[src/rtl/mux_arbiter_pkg.sv]
// Shared definitions for the registered, arbitrated bus multiplexer.
// Mode encodings and the select-width helper.
package mux_arbiter_pkg;

  localparam logic MODE_DIRECT = 1'b0;
  localparam logic MODE_RR     = 1'b1;

  function automatic int clog2(input int n);
    int r;
    r = 0;
    for (int v = n - 1; v > 0; v = v >> 1)
      r++;
    return r;
  endfunction

endpackage

[src/rtl/mux_arbiter_bus_rr_arbiter.sv]
// Combinational round-robin arbiter.
// Search starts just after ptr and wraps, via a double-width request vector.
module rr_arbiter #(
  parameter int N       = 16,
  parameter int IdxBits = 4
) (
  input  logic [N-1:0]       req,
  input  logic [IdxBits-1:0] ptr,
  output logic               gntValid,
  output logic [IdxBits-1:0] gntIdx
);

  logic [2*N-1:0] dbl;

  assign dbl = {req, req};

  // Walk downward so the lowest eligible position wins.
  always_comb begin
    gntValid = 1'b0;
    gntIdx   = '0;
    for (int i = 2*N-1; i >= 0; i--) begin
      if (i > int'(ptr) && i <= int'(ptr) + N && dbl[i]) begin
        gntValid = 1'b1;
        gntIdx   = IdxBits'(i % N);
      end
    end
  end

endmodule

[src/rtl/mux_arbiter_bus.sv]
// Registered N-way bus multiplexer with direct or round-robin selection.
// One-entry output register behind a valid/ready handshake.
module mux_arbiter_bus
  import mux_arbiter_pkg::*;
#(
  parameter int NrOfBits   = 32,
  parameter int NrOfInputs = 16,
  parameter int SelBits    = clog2(NrOfInputs)
) (
  input  logic                           Clock,
  input  logic                           Reset_n,
  input  logic                           Enable,
  input  logic                           Mode,
  input  logic [SelBits-1:0]             Sel,
  input  logic [NrOfInputs*NrOfBits-1:0] MuxIn,
  input  logic [NrOfInputs-1:0]          InValid,
  output logic [NrOfInputs-1:0]          InReady,
  output logic [NrOfBits-1:0]            MuxOut,
  output logic                           OutValid,
  input  logic                           OutReady,
  output logic [SelBits-1:0]             OutSel
);

  localparam int SelSpan = 2**SelBits;

  logic [SelBits-1:0]  rrPtr;
  logic [SelBits-1:0]  rrIdx;
  logic [SelBits-1:0]  gntIdx;
  logic                rrValid;
  logic                dirValid;
  logic                gntValid;
  logic                load;
  logic [SelSpan-1:0]  validPad;
  logic [NrOfBits-1:0] gntData;

  rr_arbiter #(
    .N       (NrOfInputs),
    .IdxBits (SelBits)
  ) uArb (
    .req      (InValid),
    .ptr      (rrPtr),
    .gntValid (rrValid),
    .gntIdx   (rrIdx)
  );

  // Padding lets any Sel index safely; out-of-range reads zero.
  assign validPad = SelSpan'(InValid);
  assign dirValid = (int'(Sel) < NrOfInputs) && validPad[Sel];

  assign gntValid = (Mode == MODE_RR) ? rrValid : dirValid;
  assign gntIdx   = (Mode == MODE_RR) ? rrIdx : Sel;

  assign load = Reset_n & Enable & gntValid
              & (~OutValid | OutReady);

  always_comb begin
    gntData = '0;
    InReady = '0;
    for (int k = 0; k < NrOfInputs; k++) begin
      if (gntIdx == SelBits'(k)) begin
        gntData    = MuxIn[k*NrOfBits +: NrOfBits];
        InReady[k] = load;
      end
    end
  end

  always_ff @(posedge Clock or negedge Reset_n) begin
    if (!Reset_n) begin
      OutValid <= 1'b0;
      MuxOut   <= '0;
      OutSel   <= '0;
      rrPtr    <= SelBits'(NrOfInputs - 1);
    end else begin
      if (load) begin
        OutValid <= 1'b1;
        MuxOut   <= gntData;
        OutSel   <= gntIdx;
      end else if (OutReady) begin
        OutValid <= 1'b0;
      end
      if (load && Mode == MODE_RR)
        rrPtr <= gntIdx;
    end
  end

endmodule

[config.mk]
export PLATFORM = sky130hd
export DESIGN_NAME = mux_arbiter_bus
export DESIGN_NICKNAME = d
export VERILOG_FILES = /design/src/rtl/mux_arbiter_pkg.sv /design/src/rtl/mux_arbiter_bus_rr_arbiter.sv /design/src/rtl/mux_arbiter_bus.sv
export SDC_FILE = /design/constraint.sdc
export NUM_CORES = 1
export LEC_CHECK = 0
export BUFFER_PORTS_ARGS = -buffer_cell sky130_fd_sc_hd__clkbuf_2
export CORE_AREA = 5 5 229 231
export CTS_CLUSTER_DIAMETER = 150
export DETAILED_ROUTE_END_ITERATION = 12
export DIE_AREA = 0 0 234 236
export GPL_TIMING_DRIVEN = 0
export PLACE_DENSITY = 0.4
export SYNTH_ARGS = -nofsm -noshare
export SYNTH_HDL_FRONTEND = slang
export SYNTH_SLANG_ARGS = --single-unit
[constraint.sdc]
create_clock -name Clock -period 4.8 [get_ports Clock]
set_input_delay 0.96 -clock Clock [delete_from_list [all_inputs] [get_ports Clock]]
set_output_delay 0.96 -clock Clock [all_outputs]
set_load 0.02 [all_outputs]
### Word-level counts from Yosys, hierarchy flattened

Index checks and enable logic that the tools add are counted.

* register bits after elaboration: 41
* bits of input ports: 537
* output and inout port bits: 53
* word-level logic and storage cells: 221

* $add $sub $neg: 1
* magnitude comparators: 47
* eq/ne operators: 15
* multiplexer cells: 100
* bitwise gates (word level): 5
* reductions and logical operators: 49

Operators by type and width (number)
* 32-bit 2-to-1 mux: 16
* 6-bit by 32-bit less-or-equal comparator with 1-bit output, first input constant: 15
* 5-bit by 32-bit less-or-equal comparator with 1-bit output, first input constant: 8
* 4-bit by 32-bit less-or-equal comparator with 1-bit output, first input constant: 4
* 4-bit 2-to-1 mux: 32
* 3-bit by 32-bit less-or-equal comparator with 1-bit output, first input constant: 2
* 1-bit 2-to-1 mux: 51
* 1-bit logical AND: 47
* 4-bit equality test, second input constant: 8
* 4-bit greater-than comparator, first input constant: 8
* 2-bit by 32-bit less-or-equal comparator with 1-bit output, first input constant: 1
* 4-bit by 3-bit equality test with 1-bit output, second input constant: 4
* 3-bit by 4-bit greater-than comparator with 1-bit output, first input constant: 4
* 4-bit by 2-bit equality test with 1-bit output, second input constant: 2
* 2-bit by 4-bit greater-than comparator with 1-bit output, first input constant: 2
* 4-bit by 5-bit adder with 6-bit output, second input constant: 1
* 5-bit by 6-bit less-or-equal comparator with 1-bit output, first input constant: 1
* 4-bit by 5-bit less-than comparator with 1-bit output, second input constant: 1
* 1-bit binary-select mux with 4-bit select: 1
* 4-bit by 1-bit equality test with 1-bit output, second input constant: 1
* 1-bit by 4-bit greater-than comparator with 1-bit output, first input constant: 1
* 4-bit logical NOT: 1
* 1-bit AND: 3
* 2-bit nonzero test: 1
* other kinds (2): 2

### Longest topological paths before layout

Gate-level depths: netlist of run 1.

* depth in word-level cells: 52
* mapped depth: 16
* gate-level depth less buffers: 10

### Hierarchy

From an unflattened synthesis of run 1, not the netlist that was laid out.

* cell total of the unflattened synthesis: 1192
* area total of the unflattened synthesis: 8185.4 um^2

By module, submodules not included
* mux_arbiter_bus: instances 1, cells each 1043, area each 7330.8 um^2, seq. area each 1031.0 um^2
* rr_arbiter: instances 1, cells each 149, area each 854.6 um^2, seq. area each 0.0 um^2

### Worst setup path before layout of run 1

Ideal clock, no wire load.

* path kind: input port to output port
* from: in InValid[5]
* to: out InReady[1]
* arrival: 3760 ps
* data required time: 3840 ps
* slack: 80 ps
* stages: 12
* buffers on the path: 5
* path through: clkbuf_1 -> nor2_1 -> a211oi_1 -> nand4b_1 -> a2111oi_2 -> nor3_2 -> buf_2 -> buf_2 -> buf_2 -> buf_2 -> nand2_1 -> nor3_1

* word-level cells in the longest chain between the ends: 26

RTL lines
* from (decl): RTL line mux_arbiter_bus.sv:16 `input logic [NrOfInputs-1:0] InValid,`
* 1-bit logical AND: RTL line mux_arbiter_bus_rr_arbiter.sv:22 `if (i > int'(ptr) && i <= int'(ptr) + N && dbl[i]) begin`
* 1-bit 2-to-1 mux (21 in a row): RTL line mux_arbiter_bus_rr_arbiter.sv:22
* 1-bit 2-to-1 mux: RTL line mux_arbiter_bus.sv:50 `assign gntValid = (Mode == MODE_RR) ? rrValid : dirValid;`
* 1-bit AND: RTL line mux_arbiter_bus.sv:53 `assign load = Reset_n & Enable & gntValid`
* 1-bit AND: RTL line mux_arbiter_bus.sv:54 `& (~OutValid | OutReady);`
* 1-bit 2-to-1 mux *: RTL line mux_arbiter_bus.sv:60 `if (gntIdx == SelBits'(k)) begin`
* to (decl): RTL line mux_arbiter_bus.sv:17 `output logic [NrOfInputs-1:0] InReady,`

Every way passes the cells marked *; elsewhere a longest branch is shown, timed or not. The select of a mux whose other input is x is not followed.

### Final worst setup path of run 1

* from: in InValid[1]
* to: out InReady[14]

* word-level cells in the longest chain between the ends: 22

RTL lines (RTL line)
* 1-bit logical AND: mux_arbiter_bus_rr_arbiter.sv:22
* 1-bit 2-to-1 mux (17 in a row): mux_arbiter_bus_rr_arbiter.sv:22
* 1-bit 2-to-1 mux: mux_arbiter_bus.sv:50
* 1-bit AND: mux_arbiter_bus.sv:53
* 1-bit AND: mux_arbiter_bus.sv:54
* 1-bit 2-to-1 mux *: mux_arbiter_bus.sv:60

Marked as above.

==> impl_metrics.ini, run 1 <==
[floorplan]
core_um2 = 49900
rows = 82
dieArea_um2 = 55200
die_w_um = 234
io_pins = 590
start_util_pct = 15.3
die_h_um = 236

[detailed_routing]
drt_iter0_markers = 954
wire_per_inst_um = 29.5
viasPerCell = 5.11
drt_wl_total_um = 70400
drc = 0
vias = 12200
dr.pass1.iters = 5
ant_nets = 0

[clock_tree]
numCtsBuffers = 5
clk_latency_ns = 0.34
cts.sinks = 41
cts_tree = yes
cts-root-buf = clkbuf_16
ctsHoldBuffers = 0
cts_buffer_depth = 2
htreeDepth = 2
path_clk_slew_ns = 0.07

[power]
powerDensity_nw_per_um2 = 316
power_leakage_nw = 5.71
ir_drop_mv = 0.165

[grt]
grt.total_usage_pct = 24.1
busiest_layer = met2
grtUsageMet2_pct = 42.4
met1_usage_pct = 30.0
grt_max_degree = 43
grt_pass1_vias = 12900
antenna_found_initial = 11
grt_first_pass_wirelength_um = 95800
use_met3_pct = 5.39
overflow = 0

[timing]
drv_slew = 5
fmax_mhz = 210
period_share_pct = 99.3
tightest_slew_ns = 1.55
finalHoldViolations = 0
finalClockSkew_ns = 0.0200
max-slew-margin-rel_pct = -4.22
rsz0062_at_grt = true
setup_viol = 0
setup_tns_ns = 0
fin_crit_ns = 4.77

[layout]
area_growth_pct = 56.3
post-route-cell-area_um2 = 11900
layout-drive-gt1-share_pct = 43.1
finalNetCount = 2250

[critical_path]
worstSetupPathType = primary input to primary output
cp.required_ns = 3.84
crit_slowest_cell = a2111oi_4
worstPathArrival_ns = 3.81
cp_max_fo = 10
max_stage_delay_ns = 0.54
end_kind = primary output
cp_cell_sequence = clkbuf_2, maj3_2, o32ai_4, nand4b_1, a2111oi_4, or3_4, buf_12, nand3_4, buf_8, buf_2, nor2_1, buf_4
cp-start-kind = primary input

[synth]
syn_area_per_cell_um2 = 6.81
synth_edf_count = 0
synth_ff_type = dfrtp_1
syn_area_um2 = 7630
synth_area_leaders = dfrtp_1 12%, nand2_1 9.5%, a21oi_1 5.7%
synth_seq_cells = 41
yosysTopAreaCellShare_pct = 12.1
synth_nets = 1658
synthArstFlopShare_pct = 100
yosysTopAreaCell = dfrtp_1
synthDistinctLibCells = 80
syn_inst = 1121
ys_warn_count = 0
ys_seq_area_share_pct = 13.5

[outcome]
violations = capacitance limit, slew limit
status = finished with violations

[placed_design]
place_congestion = 0.918
placed_area_um2 = 11400
hpwl_um = 58900
io_buffers = 586

[hold_path]
min_path_type = flip-flop to flip-flop

[run]
cap_violations = 1
## placed cells by master (no fill, tap or decap), types with 22 or more instances in the layout
cell / n
a21oi_1: 87
a221oi_1: 22
and3_1: 27
buf_2: 30
buf_4: 25
clkbuf_1: 34
clkbuf_2: 585
dfrtp_1: 37
inv_1: 25
mux2i_1: 38
nand2_1: 190
nand3_1: 63
nor2_1: 64
o21ai_0: 29
o22ai_1: 67
## cell type report
class,instances,area [um^2]
Fill cell,5755,37900
Multi-Input combinational cell,938,6120
Timing Repair Buffer,596,3020
Sequential cell,41,1030
Tap cell,672,841
Buffer,106,673
Clock buffer,5,125
Inverter,25,93.8
Clock inverter,3,17.5
Antenna cell,4,10.0
## what timing repair did
item / 4_1_cts / 5_1_grt
buffers inserted: 6 / 4
pin swaps: 8 / 5
resized for setup: 60 / 36
setup endpoints to repair: 37 / 18
## where the power goes
| part | total (W) | leakage [nW] | internal (W) | switching (W) |
|---|---|---|---|---|
| Sequential | 0.000536 | 0.480 | 0.000462 | 0.0000734 |
| Clock | 0.000409 | 0.0696 | 0.000193 | 0.000216 |
| Combinational | 0.00282 | 5.16 | 0.000989 | 0.00183 |
## registers in the layout (all words and copies together) (netlist names)
| name | count |
|---|---|
| MuxOut | 32 |
| OutSel | 4 |
| rrPtr | 4 |
| OutValid | 1 |
## cells in the mapped netlist, drive strengths merged, types with 4 or more instances
master and n:
and3 27, nor2 70, or4 4, a221oi 23
nor4 6, mux2 10, nand2 197, nor2b 8
o311ai 9, o21a 7, a221o 11, o22a 4
a31oi 9, o21ai 37, nor3 14, o211a 11
or3 15, a21o 21, o31a 14, o32a 15
mux2i 38, dfrtp 37, o221ai 18, a21oi 89
o2111ai 9, o22ai 69, mux4 5, nand2b 8
o2bb2ai 8, a32oi 11, buf 72, clkbuf 45
a222oi 12, inv 25, nand4 15, a21boi 6
dfstp 4, o211ai 20, a211oi 9, nand3 68
## layer usage
metal,vias to the layer above,routed length [um]
li1,5563,-
met1,5968,29300
met2,598,34400
met3,64,5320
met4,12,1270
met5,-,80
## worst paths after layout
kind	startpoint	to	slack, ns	depth (start not counted)
worst max-delay path	InValid[1]	InReady[14]	0.03	12
worst min register to register	OutSel[2]	OutSel[2]	0.49	2
min in group asynchronous	Reset_n	MuxOut[4]	0.74	1
worst max register to register	rrPtr[1]	MuxOut[15]	0.29	15
worst min-delay path	OutSel[2]	OutSel[2]	0.49	2
max in group asynchronous	Reset_n	OutSel[3]	3.49	1
## kinds of logic (layout without fill, tap and decap cells)
| family | Yosys count | count (layout) | synth area share [%] |
|---|---|---|---|
| other | 0 | 4 | 0 |
| AO/OA/AOI/OAI | 439 | 439 | 41.9 |
| buffers and inverters | 142 | 735 | 8.89 |
| adder cells (fa/ha/maj) | 2 | 2 | 0.295 |
| flip-flops | 41 | 41 | 13.5 |
| multiplexers | 53 | 53 | 7.94 |
| AND/OR/NAND/NOR | 444 | 444 | 27.4 |
## critical path: cells and delay by family
kind            cells  cell delay (ns)
simple gates        4             0.74
fa+ha+maj           1             0.37
buf+inv             5             0.90
compound gates      2             0.79
## stage by stage
stage               power (W)  hold WS [ns]  instances  util [%]  setup WS [ns]
CTS                   0.00377         0.495       2384      23.6       0.000914
detailed placement    0.00329         0.478       2379      22.9          -1.49
global placement      0.00329         0.467       2379      22.9          -1.48
floorplan             0.00202         0.590       1121         -         0.0803
finish                0.00377         0.494       2390      23.9         0.0329
global route          0.00400         0.536       2387      23.9        -0.0792
Power figures use the tool's default switching activity.
==> run 2: changes to the inputs <==
--- a/config.mk
+++ b/config.mk
@@ -6,12 +6,14 @@
 export NUM_CORES = 1
 export LEC_CHECK = 0
 export BUFFER_PORTS_ARGS = -buffer_cell sky130_fd_sc_hd__clkbuf_2
-export CORE_AREA = 5 5 229 231
+export CELL_PAD_IN_SITES_DETAIL_PLACEMENT = 1
+export CELL_PAD_IN_SITES_GLOBAL_PLACEMENT = 2
+export CORE_AREA = 5 5 225 227
 export CTS_CLUSTER_DIAMETER = 150
 export DETAILED_ROUTE_END_ITERATION = 12
-export DIE_AREA = 0 0 234 236
+export DIE_AREA = 0 0 230 232
 export GPL_TIMING_DRIVEN = 0
-export PLACE_DENSITY = 0.4
+export PLACE_DENSITY = 0.72
 export SYNTH_ARGS = -nofsm -noshare
 export SYNTH_HDL_FRONTEND = slang
 export SYNTH_SLANG_ARGS = --single-unit
==> impl_metrics.ini, run 2 (synthesized netlist as in run 1, its figures left out) <==
[timing]
drv_slew = 0
setup_viol = 0
fin_crit_ns = 4.75
period_share_pct = 99.0
finalHoldViolations = 0
finalClockSkew_ns = 0.0160
fmax_mhz = 210
tightest_slew_ns = 1.12
max-slew-margin-rel_pct = 24.6
layout_setup_ws_ns = 0.0467
whs_ns = 0.493
rsz0062_at_grt = true

[floorplan]
die_w_um = 230
io_pins = 590
dieArea_um2 = 53400
start_util_pct = 15.7
core_um2 = 48400
rows = 81
die_h_um = 232

[detailed_routing]
drt_wl_total_um = 74100
wire_per_inst_um = 31.7
drc = 0
detailroute.wirelength.met3_um = 5190
ant_nets = 0
vias = 12400
viasPerCell = 5.30
wirelength_met1_um = 28900
drt_iter0_markers = 773
route.met2.wl_um = 37600
dr.pass1.iters = 5
top_layer_used = met5

[power]
power_leakage_nw = 5.72
powerDensity_nw_per_um2 = 320
power.total_w = 0.00379
ir_drop_mv = 0.125

[critical_path]
cp_cell_sequence = clkbuf_2, maj3_2, o32ai_2, nand4b_1, a2111oi_4, or3_4, buf_12, buf_8, nand2_4, nor2_2, clkbuf_2
rrSetupSlack_ns = 0.32
worstPathArrival_ns = 3.79
worstSetupPathType = primary input to primary output
cp-start-kind = primary input
critPathBufInv = 4
max_stage_delay_ns = 0.49
r2r-end = MuxOut[17]
cp_top_family = simple AND/OR/NAND/NOR gates
end_kind = primary output
r2r_start = rrPtr[1]
cp.required_ns = 3.84
cp_max_fo = 19
rr_worst_depth = 14
crit_top_cell = clkbuf_2
crit_slowest_cell = a2111oi_4

[run]
cap_violations = 0

[clock_tree]
path_clk_slew_ns = 0.07
cts.sinks = 41
clk_latency_ns = 0.34
cts-root-buf = clkbuf_16
cts_buffer_depth = 2
cts_tree = yes
ctsHoldBuffers = 0
htreeDepth = 2
numCtsBuffers = 5

[layout]
layout-drive-gt1-share_pct = 43.6
final_cell_mix = 591 x clkbuf_2, 189 x nand2_1, 86 x a21oi_1
reg_top3 = MuxOut: 32 flops, OutSel: 4 flops, rrPtr: 4 flops
finalNetCount = 2251
fillCellCount = 6191
post-route-cell-area_um2 = 11900
regMostFlops = MuxOut
largest_reg_flops = 32
final_common_cell = clkbuf_2
area_growth_pct = 55.3

[grt]
grt_first_pass_wirelength_um = 101000
antenna_found_initial = 3
grt_max_degree = 43
grt_pass1_vias = 13400
grt.total_usage_pct = 26.2
overflow = 0

[hold_path]
min_path_type = flip-flop to flip-flop
holdPathStages = 2
hold_end = OutSel[0]
worstHoldStart = OutSel[0]

[placed_design]
hpwl_um = 63500
place_ws_ns = -1.61
io_buffers = 586
place_congestion = 0.906
placed_area_um2 = 11300

[outcome]
status = finished, final reports clean
-- run 2: power by group --
part           leakage, nW  switching (W)  total, W  internal [W]
Clock               0.0696       0.000196  0.000389      0.000193
Sequential           0.480      0.0000804  0.000543      0.000463
Combinational         5.17        0.00188   0.00286      0.000979
Total                 5.72        0.00215   0.00379       0.00163
-- run 2: worst max-delay path by stage --
| stage | start | to | slack [ns] | depth (start not counted) |
|---|---|---|---|---|
| global placement | InValid[5] | InReady[1] | -1.66 | 13 |
| detailed placement | InValid[5] | InReady[1] | -1.61 | 13 |
| finish | InValid[1] | InReady[4] | 0.05 | 11 |
| floorplan | InValid[5] | InReady[1] | 0.08 | 12 |
| global route | rrPtr[1] | InReady[9] | -0.02 | 13 |
| CTS | rrPtr[1] | InReady[14] | -0.03 | 13 |
-- run 2: timing repair --
action                     CTS  global route
pin swaps                    7             4
buffers inserted             9             2
resized for setup           63            30
setup endpoints to repair   40            24
-- run 2: layout make-up --
type,instances,area [um^2],share of cell area [%]
Antenna cell,2,5.00,0.0422
Buffer,106,637,5.37
Multi-Input combinational cell,938,6140,51.8
Clock inverter,3,17.5,0.148
Clock buffer,5,125,1.06
Tap cell,622,778,6.57
Inverter,25,93.8,0.792
Timing Repair Buffer,597,3020,25.5
Sequential cell,41,1030,8.70
-- run 2: layer usage --
layer / vias to the layer above / GRT usage, %
met1: 6115 / 30.0
li1: 5553 / -
met3: 94 / 5.98
met4: 4 / 7.53
met2: 629 / 48.6
met5: - / 0
-- run 2: worst reg2reg max path, stage by stage (launching register included) --
cell	delay [ns]
dfstp_2	0.58
buf_4	0.19
buf_2	0.26
nand3_2	0.19
o22ai_4	0.19
nand2_2	0.15
o21ai_1	0.31
and3_1	0.38
buf_6	0.24
nand2_2	0.17
nor2_2	0.47
clkbuf_1	0.59
and3_1	0.31
o31a_1	0.21
o22ai_1	0.10
-- run 2: stage by stage --
step                utilization [%]  cells  TNS [ns]
CTS                            24.3   2340   -0.0421
finish                         24.5   2339         0
global placement               23.4   2329    -35.58
detailed placement             23.4   2329    -36.98
global route                   24.5   2338   -0.0565
floorplan                         -   1121         0
==> run 3: changes to the inputs <==
--- a/config.mk
+++ b/config.mk
@@ -5,15 +5,15 @@
 export SDC_FILE = /design/constraint.sdc
 export NUM_CORES = 1
 export LEC_CHECK = 0
-export BUFFER_PORTS_ARGS = -buffer_cell sky130_fd_sc_hd__clkbuf_2
 export CELL_PAD_IN_SITES_DETAIL_PLACEMENT = 1
 export CELL_PAD_IN_SITES_GLOBAL_PLACEMENT = 2
-export CORE_AREA = 5 5 225 227
+export CORE_AREA = 5 5 228 230
 export CTS_CLUSTER_DIAMETER = 150
 export DETAILED_ROUTE_END_ITERATION = 12
-export DIE_AREA = 0 0 230 232
+export DIE_AREA = 0 0 233 235
+export DONT_BUFFER_PORTS = 1
 export GPL_TIMING_DRIVEN = 0
-export PLACE_DENSITY = 0.72
+export PLACE_DENSITY = 0.5
 export SYNTH_ARGS = -nofsm -noshare
 export SYNTH_HDL_FRONTEND = slang
 export SYNTH_SLANG_ARGS = --single-unit
==> constraint.sdc (replaced) <==
create_clock -name Clock -period 4.08 [get_ports Clock]
set_input_delay 0.816 -clock Clock [delete_from_list [all_inputs] [get_ports Clock]]
set_output_delay 0.816 -clock Clock [all_outputs]
set_load 0.02 [all_outputs]
==> impl_metrics.ini, run 3 (synthesized netlist as in run 1, its figures left out) <==
[timing]
finalClockSkew_ns = 0.00961
tightest_slew_ns = 0.991
whs_ns = 0.167
setup_tns_ns = -0.0659
layout_setup_ws_ns = -0.0659
period_share_pct = 102
fmax_mhz = 241
setup_viol = 1
drv_slew = 0
fin_crit_ns = 4.15
finalHoldViolations = 0
max-slew-margin-rel_pct = 33.5
rsz0062_at_grt = true

[clock_tree]
htreeDepth = 2
cts_buffer_depth = 2
cts_tree = yes
cts.sinks = 41
path_clk_slew_ns = 0.09
cts-root-buf = clkbuf_16
clk_latency_ns = 0.33
numCtsBuffers = 5

[grt]
grt_first_pass_wirelength_um = 95500
antenna_found_initial = 13
grt_pass1_vias = 11300
overflow = 0
grt_max_degree = 43
grt.total_usage_pct = 24.8

[run]
cap_violations = 0

[critical_path]
max_stage_delay_ns = 0.66
crit_top_cell = buf_8
cp_max_fo = 10
end_kind = primary output
worstSetupPathType = flip-flop to primary output
crit_slowest_cell = dfstp_2
cp-start-kind = flip-flop
cp.required_ns = 3.26
worstPathArrival_ns = 3.33
cp_cell_sequence = buf_12, buf_4, o2bb2ai_1, a21oi_2, nor4_4, nand3_2, a32oi_2, buf_6, nand3_4, buf_8, buf_8, nor2_4

[detailed_routing]
dr.pass1.iters = 5
drt_iter0_markers = 626
route.met2.wl_um = 36600
wire_per_inst_um = 38.3
ant_nets = 0
top_layer_used = met5
wirelength_met1_um = 28500
drt_wl_total_um = 72600
drc = 0
viasPerCell = 5.58
detailroute.wirelength.met3_um = 5190
vias = 10600

[power]
swShare_pct = 55.5
p_int_w = 0.00212
p_switching_w = 0.00265
power_leakage_nw = 3.95
ir_drop_mv = 0.162
seqPwrFrac_pct = 17.8
clock_power_share_pct = 11.8
powerDensity_nw_per_um2 = 453
comb_power_share_pct = 70.4

[layout]
largest_reg_flops = 32
finalNetCount = 1749
final_cell_mix = 184 x nand2_1, 88 x buf_4, 81 x a21oi_1
regMostFlops = MuxOut
layout-drive-gt1-share_pct = 25.6
fillCellCount = 6061
area_growth_pct = 37.7
reg_top3 = MuxOut: 32 flops, OutSel: 4 flops, rrPtr: 4 flops
final_common_cell = nand2_1

[placed_design]
io_buffers = 0
hpwl_um = 59100
place_congestion = 0.874

[floorplan]
start_util_pct = 15.4
dieArea_um2 = 54800
core_um2 = 49700
rows = 82
io_pins = 590
die_w_um = 233
die_h_um = 235

[hold_path]
min_path_type = primary input to asynchronous set/reset pin

[outcome]
violations = setup timing
status = finished with violations
-- run 3: cell types whose count changed in the layout (fill, tap and decap cells not counted), sizes merged --
cell and change:
buf +81, bufinv +1, diode +10, clkbuf -582, clkinv -2
-- run 3: path summary, 6_finish.rpt --
kind,start,to,slack (ns),depth (start not counted)
min in group Clock,OutReady,OutValid,0.59,1
max,rrPtr[2],InReady[14],-0.07,12
max reg2reg,rrPtr[2],MuxOut[15],0.01,14
min,Reset_n,MuxOut[10],0.17,0
min reg2reg,OutSel[3],OutSel[3],0.65,2
max in group asynchronous,Reset_n,rrPtr[3],3.70,0
-- run 3: worst max-delay path, delay by kind of cell (launching register included) --
kind            cells  cell delay (ns)
flops               1             0.66
buf+inv             5             0.74
compound gates      3             0.61
simple gates        4             0.97
-- run 3: cell type report --
cell class | instances | area, um^2 | share of cell area, %
sequential | 41 | 1030 | 9.81
antenna | 12 | 30.0 | 0.286
timing repair buffer | 97 | 842 | 8.01
buffer | 104 | 851 | 8.10
multi-input combinational | 938 | 6640 | 63.2
inverter | 25 | 93.8 | 0.893
tap | 672 | 841 | 8.00
clock buffer | 6 | 139 | 1.32
clock inverter | 2 | 37.5 | 0.357
-- run 3: metrics by stage --
stage          cell area, um^2  util [%]  total power [W]  cells  setup slack (ns)
6_report                 10500      21.2          0.00477   1897           -0.0659
4_1_cts                  10200      20.6          0.00466   1867           -0.0574
5_1_grt                  10500      21.2          0.00497   1895            -0.178
3_5_place_dp              8600      17.3          0.00356   1793             -1.74
2_1_floorplan             7760         -          0.00241   1121           -0.0432
3_3_place_gp              8600      17.3          0.00354   1793             -1.79
-- run 3: what timing repair did --
action,CTS,global route
resized for setup,200,55
hold endpoints to repair,0,0
setup endpoints to repair,56,45
hold buffers,0,0
pin swaps,32,36
buffers inserted,72,26
-- run 3: power by group through the flow --
stage	registers (W)	clock network [W]	logic [W]
after floorplan	0.000768	0	0.00164
after global placement	0.000840	0	0.00270
after detailed placement	0.000837	0	0.00272
after CTS	0.000841	0.000590	0.00323
after global routing	0.000856	0.000591	0.00352
final	0.000847	0.000565	0.00335
-- run 3: metal layers --
metal	global-route usage, %	vias to the layer above
met5	0	-
li1	-	4561
met1	28.6	5353
met2	44.8	587
met3	5.71	79
met4	8.29	2
